$ cat src/rtl/muldiv_sequencer.sv
// Multi-cycle sequencer for M-extension ALU ops: handshake, operand hold, fast cases, flush.
// Optional build macro MULDIV_RESULT_CACHE_EN adds a single-entry result cache.
module muldiv_sequencer #(
  parameter int unsigned MUL_LAT = 3,
  parameter int unsigned DIV_LAT = 8
) (
  input  logic        CLK,
  input  logic        RESETN,
  input  logic        FLUSH,
  input  logic        REQ_VALID,
  output logic        REQ_READY,
  input  logic [4:0]  REQ_SELECT,
  input  logic [31:0] REQ_DATA1,
  input  logic [31:0] REQ_DATA2,
  input  logic [4:0]  REQ_TAG,
  output logic [4:0]  ALU_SELECT,
  output logic [31:0] ALU_DATA1,
  output logic [31:0] ALU_DATA2,
  input  logic [31:0] ALU_RESULT,
  output logic        RESP_VALID,
  input  logic        RESP_READY,
  output logic [31:0] RESP_RESULT,
  output logic [4:0]  RESP_TAG,
  output logic        RESP_ERR,
  output logic        BUSY
);

  typedef enum logic [1:0] {IDLE, EXEC, RESP} state_t;

  state_t      state;
  logic [5:0]  cnt;
  logic [4:0]  sel_q;
  logic [31:0] d1_q, d2_q;
  logic [4:0]  tag_q;
  logic        err_q;
  logic        from_exec;
  logic [31:0] fast_q;

  logic        accept, legal, is_div, is_rem, signed_op, div_zero, div_ovf;
  logic        fast_hit;
  logic [31:0] fast_res;

`ifdef MULDIV_RESULT_CACHE_EN
  logic        cache_vld;
  logic [4:0]  c_sel;
  logic [31:0] c_d1, c_d2, c_res;
`endif

  assign REQ_READY = (state == IDLE) && !FLUSH;
  assign accept    = REQ_VALID && REQ_READY;
  assign legal     = (REQ_SELECT[4:3] == 2'b01);
  assign is_div    = REQ_SELECT[2];
  assign is_rem    = REQ_SELECT[1];
  assign signed_op = !REQ_SELECT[0];
  assign div_zero  = legal && is_div && (REQ_DATA2 == '0);
  assign div_ovf   = legal && is_div && signed_op &&
                     (REQ_DATA1 == 32'h8000_0000) && (REQ_DATA2 == '1);

  always_comb begin
    fast_hit = 1'b1;
    fast_res = '0;
    if (!legal)        fast_res = '0;
    else if (div_zero) fast_res = is_rem ? REQ_DATA1 : '1;
    else if (div_ovf)  fast_res = is_rem ? '0 : 32'h8000_0000;
`ifdef MULDIV_RESULT_CACHE_EN
    else if (cache_vld && ({REQ_SELECT, REQ_DATA1, REQ_DATA2} == {c_sel, c_d1, c_d2}))
      fast_res = c_res;
`endif
    else fast_hit = 1'b0;
  end

  // Outputs lag the state by one edge: ALU_* are driven for the LAT cycles after
  // each EXEC edge, and RESP_VALID/RESP_RESULT are loaded on the first RESP edge,
  // which is also the last edge the ALU operands are held.
  always_ff @(posedge CLK or negedge RESETN) begin
    if (!RESETN) begin
      state       <= IDLE;
      cnt         <= '0;
      sel_q       <= '0;
      d1_q        <= '0;
      d2_q        <= '0;
      tag_q       <= '0;
      err_q       <= 1'b0;
      from_exec   <= 1'b0;
      fast_q      <= '0;
      ALU_SELECT  <= '0;
      ALU_DATA1   <= '0;
      ALU_DATA2   <= '0;
      RESP_VALID  <= 1'b0;
      RESP_RESULT <= '0;
      RESP_TAG    <= '0;
      RESP_ERR    <= 1'b0;
      BUSY        <= 1'b0;
`ifdef MULDIV_RESULT_CACHE_EN
      cache_vld   <= 1'b0;
      c_sel       <= '0;
      c_d1        <= '0;
      c_d2        <= '0;
      c_res       <= '0;
`endif
    end else if (FLUSH) begin
      state      <= IDLE;
      cnt        <= '0;
      ALU_SELECT <= '0;
      ALU_DATA1  <= '0;
      ALU_DATA2  <= '0;
      RESP_VALID <= 1'b0;
      BUSY       <= 1'b0;
`ifdef MULDIV_RESULT_CACHE_EN
      cache_vld  <= 1'b0;
`endif
    end else begin
      case (state)
        IDLE: begin
          ALU_SELECT <= '0;
          ALU_DATA1  <= '0;
          ALU_DATA2  <= '0;
          if (accept) begin
            sel_q <= REQ_SELECT;
            d1_q  <= REQ_DATA1;
            d2_q  <= REQ_DATA2;
            tag_q <= REQ_TAG;
            err_q <= !legal;
            BUSY  <= 1'b1;
            if (fast_hit) begin
              state     <= RESP;
              fast_q    <= fast_res;
              from_exec <= 1'b0;
            end else begin
              state     <= EXEC;
              from_exec <= 1'b1;
              cnt       <= is_div ? 6'(DIV_LAT - 1) : 6'(MUL_LAT - 1);
            end
          end
        end
        EXEC: begin
          ALU_SELECT <= sel_q;
          ALU_DATA1  <= d1_q;
          ALU_DATA2  <= d2_q;
          if (cnt == '0) state <= RESP;
          else           cnt   <= cnt - 6'd1;
        end
        RESP: begin
          ALU_SELECT <= '0;
          ALU_DATA1  <= '0;
          ALU_DATA2  <= '0;
          if (!RESP_VALID) begin
            RESP_VALID  <= 1'b1;
            RESP_RESULT <= from_exec ? ALU_RESULT : fast_q;
            RESP_TAG    <= tag_q;
            RESP_ERR    <= err_q;
`ifdef MULDIV_RESULT_CACHE_EN
            if (from_exec) begin
              cache_vld <= 1'b1;
              c_sel     <= sel_q;
              c_d1      <= d1_q;
              c_d2      <= d2_q;
              c_res     <= ALU_RESULT;
            end
`endif
          end else if (RESP_READY) begin
            RESP_VALID <= 1'b0;
            state      <= IDLE;
            BUSY       <= 1'b0;
          end
        end
        default: begin
          state <= IDLE;
          BUSY  <= 1'b0;
        end
      endcase
    end
  end

endmodule

$ cat config.mk
export PLATFORM = sky130hd
export DESIGN_NAME = muldiv_sequencer
export DESIGN_NICKNAME = d
export VERILOG_FILES = /design/src/rtl/muldiv_sequencer.sv
export SDC_FILE = /design/constraint.sdc
export NUM_CORES = 1
export LEC_CHECK = 0
export ABC_CLOCK_PERIOD_IN_PS = 2100
export CAP_MARGIN = 10
export CORE_MARGIN = 1.5
export CORE_UTILIZATION = 30
export CTS_BUF_LIST = sky130_fd_sc_hd__clkbuf_8 sky130_fd_sc_hd__clkbuf_16
export DETAILED_ROUTE_END_ITERATION = 8
export PLACE_DENSITY = 0.59
export SYNTH_ARGS = -nofsm -noshare
export SYNTH_HDL_FRONTEND = slang
export SYNTH_SLANG_ARGS = --single-unit
$ cat constraint.sdc
create_clock -name CLK -period 2.1 [get_ports CLK]
set_input_delay 0.21 -clock CLK [delete_from_list [all_inputs] [get_ports CLK]]
set_output_delay 0.21 -clock CLK [all_outputs]
set_load 0.02 [all_outputs]
==> results.sh, run 1 <==
export IMPL_vias_per_cell=4.82
export IMPL_slowest_stage="or4b_4"
export IMPL_grt_usage=0.183
export IMPL_final_setup_viol_count=0
export IMPL_max_slew_margin_rel=0.605
export IMPL_synth_cells=888
export IMPL_synthDistinctLibCells=42
export IMPL_dp_cells=1556
export IMPL_grt_max_degree=56
export IMPL_fin_setup_tns_ns=0
export IMPL_core_um2=30700
export IMPL_die_area_um2=32300
export IMPL_status="complete, no violations"
export IMPL_min_from="REQ_DATA1[11]"
export IMPL_crit_path_end_kind="register"
export IMPL_syn_area_um2=9370
export IMPL_clock_tree_root_cell="clkbuf_16"
export IMPL_yosysTopAreaCell="dfrtp_1"
export IMPL_routedWlPerCell_um=18.6
export IMPL_finalMaxSlewViolations=0
export IMPL_drive_gt1_frac=0.155
export IMPL_drc=0
export IMPL_fmax_mhz=488
export IMPL_synthesis_nets=1001
export IMPL_holdPathStages=4
export IMPL_crit_chain="clkdlybuf4s15_1, or4b_4, or4_4, nor4_4, a211o_4, nand2_8, clkbuf_16, a21o_1"
export IMPL_layout_nets=1309
export IMPL_rr_worst_depth=5
export IMPL_fin_crit_sh=0.975
export IMPL_fp_dieW_um=180
export IMPL_ctsLongestPathBuffers=3
export IMPL_drt_iter0_markers=562
export IMPL_antenna_found_initial=2
export IMPL_reg2reg_setup_slack_ns=0.34
export IMPL_vias=7774
export IMPL_place_hpwl_um=21400
export IMPL_async_flop_share=1.00
export IMPL_rr_endpoint="fast_q[23]$_DFFE_PN0P_"
export IMPL_r2r_start="state[1]$_DFFE_PN0P_"
export IMPL_tightestPinTransition_ns=0.593
export IMPL_crit_required_ns=2.52
export IMPL_area_growth_pct=49.0
export IMPL_rsz0062_at_grt="no"
export IMPL_worst_hold_path_type="in2reg"
export IMPL_p_leak_nw=6.69
export IMPL_fin_crit_ns=2.05
export IMPL_hold_viol_final=0
export IMPL_cts_tree="yes"
export IMPL_nFillCells=2911
export IMPL_synth_area_leaders="dfrtp_1 (60%), nand2_1 (9.1%), a22o_1 (6.4%)"
export IMPL_clkSinkCount=225
export IMPL_syn_area_per_cell_um2=10.6
export IMPL_start_kind="input pin"
export IMPL_crit_buf_inv=2
export IMPL_cap_violations=0
export IMPL_grt_pass1_vias=8030
export IMPL_portBuffers=220
export IMPL_whs_ns=0.0745
export IMPL_crit_path_max_fanout=8
export IMPL_die_h_um=180
export IMPL_totalWireLength_um=29900
export IMPL_stdcell_count=1613
export IMPL_power_density_nw_per_um2=1040
export IMPL_cts_inserted_buffers=26
export IMPL_synth_edf_count=0
export IMPL_max_stage_delay_ns=0.53
export IMPL_firstDrtPassIters=5
export IMPL_htree_levels=1
export IMPL_critPathKind="in2reg"
export IMPL_drtAntennaViolNets=0
export IMPL_gp_congestion=0.898
export IMPL_crit_family="simple AND/OR/NAND/NOR gates"
export IMPL_p_total_mw=14.5
export IMPL_yosys_area_top_type_share=0.601
export IMPL_synth_seq_cells=225
export IMPL_num_rows=64
export IMPL_finClkSkew_ns=0.0221
export IMPL_initial_core_util=0.306
export IMPL_synth_seq_area_share=0.601
export IMPL_min_to="d1_q[11]$_DFFE_PN0P_"
export IMPL_vdd_drop_max_mv=0.600
export IMPL_grt_overflow=0
export IMPL_ios=221
export IMPL_synth_ff_type="dfrtp_1"
export IMPL_ys_warn_count=0
export IMPL_path_clk_slew_ns=0.06
export IMPL_grt_pass1_wl_um=46700
export IMPL_insertion_delay_ns=0.54
export IMPL_arrival_ns=2.47
==> kinds of logic after synthesis <==
logic type                 count (synthesis)  synth area share
buffers and inverters                     57            0.0252
DFF                                      225             0.601
adders and majority gates                  2           0.00267
and+or+nand+nor                          406             0.196
xor gates and xnor gates                   4           0.00374
AOI/OAI and AO/OA                        149             0.119
muxes                                     45            0.0522
==> how the worst max path moves through the flow <==
stage                        from                endpoint  cells after the start  slack, ns
finish              REQ_DATA2[22]  fast_q[23]$_DFFE_PN0P_                      8       0.05
global route        REQ_DATA1[26]   fast_q[4]$_DFFE_PN0P_                     10      0.002
CTS                 REQ_DATA1[10]  fast_q[27]$_DFFE_PN0P_                      8     0.0002
detailed placement  REQ_DATA2[22]  fast_q[12]$_DFFE_PN0P_                      8      -0.84
global placement    REQ_DATA2[22]  fast_q[14]$_DFFE_PN0P_                      8      -0.85
floorplan           REQ_SELECT[0]      cnt[2]$_DFFE_PN0P_                      6      -0.08
==> cell usage in the layout, fill, tap and decap left out, types with 2 or more instances in the layout <==
cell and n:
nor2_1 46, nand2_1 227, or4_1 7, a211oi_1 2
inv_1 6, nor3_1 37, clkbuf_16 28, buf_4 95
buf_12 15, dlygate4sd2_1 10, clkbuf_8 7, bufinv_16 3
or4b_1 2, nor2b_1 33, nor4_4 3, dlymetal6s2s_1 4
o21ai_1 2, mux2_1 3, xor2_1 2, ha_1 2
mux2_4 6, mux2_2 4, or4_4 3, buf_6 2
dfrtp_1 224, nor2_4 2, nand4b_1 3, a21o_1 32
a21oi_1 37, nand3_1 4, nor4_1 8, clkdlybuf4s50_1 204
nand2b_1 6, mux2i_1 32, clkinv_2 7, xnor2_1 2
nand4_1 14, a22o_1 69
==> final cells by class <==
class / instances / area (um^2) / share of cell area
clock buffers: 33 / 747 / 0.0535
flip-flops and latches: 225 / 5630 / 0.403
well taps: 396 / 495 / 0.0355
inverters: 2 / 7.51 / 0.000537
repair buffers: 335 / 3300 / 0.236
clock inverters: 15 / 156 / 0.0112
multi-input cells: 606 / 3630 / 0.260
diodes: 1 / 2.50 / 0.000179
==> what timing repair did <==
item	CTS	global route
gates cloned	0	3
pin swaps	5	7
hold buffers	1	0
buffers inserted	1	3
resized for setup	18	14
endpoints found under the setup margin	41	37
endpoints found under the hold margin	47	0
==> per-stage QoR <==
| stage | cell area, um^2 | worst slack [ns] | util |
|---|---|---|---|
| after CTS | 13800 | 0.000214 | 0.451 |
| after global routing | 14000 | 0.00207 | 0.455 |
| after detailed placement | 12900 | -0.842 | 0.420 |
| after floorplan | 9370 | -0.0841 | - |
| after global placement | 12900 | -0.850 | 0.420 |
| final | 14000 | 0.0519 | 0.456 |
==> tightest hold or removal path, delay by kind of cell <==
family	cells	cell delay, ns
buf+inv	2	0.26
simple gates	2	0.10
==> sequential cells by signal, summed over array words and instances (netlist names), 6 cells and up <==
name         count
ALU_DATA1       32
ALU_DATA2       32
RESP_RESULT     32
cnt              6
d1_q            32
d2_q            32
fast_q          32
==> per-layer routing <==
layer | global-route usage | share of wire
met5 | 0 | 0.00037
met4 | 0.0503 | 0.026
met3 | 0.0377 | 0.056
met2 | 0.295 | 0.47
met1 | 0.249 | 0.45
==> cells in the mapped netlist, types with 2 or more instances <==
library cell / instances
mux2_4: 6
a21o_1: 32
or4b_1: 3
nand4b_1: 3
dfrtp_1: 225
xor2_1: 2
nor2_1: 48
nor2b_1: 33
or4_1: 10
nand2_1: 228
mux2i_1: 32
nand2b_1: 6
buf_1: 6
a211oi_1: 2
nand4_1: 14
xnor2_1: 2
nor3_1: 38
clkbuf_1: 46
buf_6: 3
nor4_1: 12
o21ai_1: 2
a21oi_1: 37
mux2_1: 3
ha_1: 2
a22o_1: 69
mux2_2: 4
inv_1: 2
nand3_1: 4
==> where the power goes <==
part           switching, mW  internal (mW)
sequential             0.593           5.33
combinational           2.00           1.88
clock                   1.84           2.87
total                   4.43           10.1
Power figures use the tool's default switching activity.
==> inputs of run 2 (changes only) <==
==> constraint.sdc (replaced) <==
create_clock -name CLK -period 2.1 [get_ports CLK]
set_input_delay 0.315 -clock CLK [delete_from_list [all_inputs] [get_ports CLK]]
set_output_delay 0.315 -clock CLK [all_outputs]
set_load 0.02 [all_outputs]
==> results.sh, run 2 (same netlist as run 1, synthesis figures left out) <==
export IMPL_core_um2=30700
export IMPL_final_setup_viol_count=0
export IMPL_crit_path_max_fanout=8
export IMPL_drt_iter0_markers=508
export IMPL_worst_hold_path_type="in2reg"
export IMPL_seqPwrFrac=0.406
export IMPL_holdPathStages=3
export IMPL_vias_per_cell=4.87
export IMPL_insertion_delay_ns=0.53
export IMPL_max_stage_delay_ns=0.52
export IMPL_p_leak_nw=6.72
export IMPL_totalWireLength_um=29400
export IMPL_routedWlPerCell_um=18.3
export IMPL_rr_endpoint="cnt[5]$_DFFE_PN0P_"
export IMPL_layout_nets=1307
export IMPL_clock_tree_root_cell="clkbuf_16"
export IMPL_crit_required_ns=2.51
export IMPL_layout_common_cells="nand2_1 (227), dfrtp_1 (224), clkdlybuf4s50_1 (168)"
export IMPL_min_to="d2_q[22]$_DFFE_PN0P_"
export IMPL_fin_area_um2=13900
export IMPL_start_kind="input pin"
export IMPL_grt_overflow=0
export IMPL_cts_tree="yes"
export IMPL_firstDrtPassIters=5
export IMPL_setup_slack_ns=0.0679
export IMPL_rr_worst_depth=5
export IMPL_initial_core_util=0.306
export IMPL_max_slew_margin_rel=0.607
export IMPL_pre_cts_ws_ns=-0.884
export IMPL_cap_violations=0
export IMPL_ios=221
export IMPL_stdcell_count=1609
export IMPL_slowest_stage="or4_4"
export IMPL_ctsLongestPathBuffers=3
export IMPL_status="complete, no violations"
export IMPL_place_hpwl_um=20700
export IMPL_fin_crit_sh=0.968
export IMPL_die_area_um2=32300
export IMPL_min_from="REQ_DATA2[22]"
export IMPL_tightestPinTransition_ns=0.589
export IMPL_grt_max_degree=65
export IMPL_portBuffers=220
export IMPL_vdd_drop_max_mv=0.739
export IMPL_crit_path_end_kind="register"
export IMPL_combPwrFrac=0.265
export IMPL_clkSinkCount=225
export IMPL_p_switching_mw=4.37
export IMPL_num_rows=64
export IMPL_dp_cells=1554
export IMPL_htree_levels=1
export IMPL_drtAntennaViolNets=0
export IMPL_hold_viol_final=0
export IMPL_fin_setup_tns_ns=0
export IMPL_final_common_cell="nand2_1"
export IMPL_die_h_um=180
export IMPL_finish_utilization=0.452
export IMPL_fin_crit_ns=2.03
export IMPL_whs_ns=0.0700
export IMPL_area_growth_pct=47.8
export IMPL_arrival_ns=2.44
export IMPL_power_density_nw_per_um2=1050
export IMPL_grt_pass1_vias=8053
export IMPL_antenna_found_initial=1
export IMPL_reg2reg_setup_slack_ns=0.35
export IMPL_internal_power_mw=10.1
export IMPL_cts_inserted_buffers=26
export IMPL_vias=7838
export IMPL_drive_gt1_frac=0.165
export IMPL_p_clk_frac=0.329
export IMPL_grt_usage=0.182
export IMPL_drc=0
export IMPL_crit_chain="buf_2, or4b_1, or4_4, nor4_4, a211o_4, buf_12, nand2_8, clkbuf_16, a21o_1"
export IMPL_path_clk_slew_ns=0.06
export IMPL_swShare=0.301
export IMPL_fp_dieW_um=180
export IMPL_gp_congestion=0.866
export IMPL_p_total_mw=14.5
export IMPL_finClkSkew_ns=0.0150
export IMPL_place_area_um2=12800
export IMPL_critPathKind="in2reg"
export IMPL_r2r_start="cnt[3]$_DFFE_PN0P_"
export IMPL_fmax_mhz=492
export IMPL_grt_pass1_wl_um=46800
export IMPL_finalMaxSlewViolations=0
[run 2: final cells by class]
cell class | count | area (um^2)
Antenna cell | 1 | 2.50
Clock buffer | 32 | 744
Clock inverter | 14 | 169
Fill cell | 2911 | 16800
Inverter | 2 | 7.51
Multi-Input combinational cell | 606 | 3630
Sequential cell | 225 | 5630
Tap cell | 396 | 495
Timing Repair Buffer | 333 | 3170
[run 2: repair_timing]
action / 4_1_cts / 5_1_grt
setup endpoints to repair: 42 / 38
hold endpoints to repair: 42 / 0
gates cloned: 2 / 1
hold buffers: 1 / 0
resized for setup: 90 / 15
setup buffers: 5 / 2
pin swaps: 13 / 12
[run 2: worst max-delay path by stage]
stage	slack (ns)	startpoint	end	depth (start not counted)
2_1_floorplan	-0.19	REQ_SELECT[0]	cnt[2]$_DFFE_PN0P_	6
3_3_place_gp	-0.90	REQ_DATA2[22]	fast_q[13]$_DFFE_PN0P_	8
3_5_place_dp	-0.88	REQ_DATA2[22]	fast_q[17]$_DFFE_PN0P_	8
4_1_cts	0.0009	REQ_DATA2[18]	cnt[5]$_DFFE_PN0P_	9
5_1_grt	-0.006	REQ_DATA1[7]	fast_q[22]$_DFFE_PN0P_	9
6_report	0.07	REQ_DATA1[7]	fast_q[26]$_DFFE_PN0P_	9
[run 2: power groups by stage]
| stage | clock network (mW) | logic (mW) | registers (mW) |
|---|---|---|---|
| after floorplan | 0 | 1.40 | 6.45 |
| after global placement | 0 | 3.79 | 5.96 |
| after detailed placement | 0 | 3.85 | 5.97 |
| after CTS | 4.89 | 3.90 | 5.91 |
| after global routing | 5.09 | 4.20 | 6.04 |
| final | 4.77 | 3.85 | 5.90 |
[run 2: metal layers]
layer  wire length, um  track usage
met5                 0            0
met4              1040       0.0663
met3              1740       0.0393
met2             13400        0.285
met1             13200        0.247
[run 2: critical path: cells and delay by family]
kind	cells	cell delay, ns
compound gates	2	0.36
buf+inv	3	0.42
simple gates	4	1.34
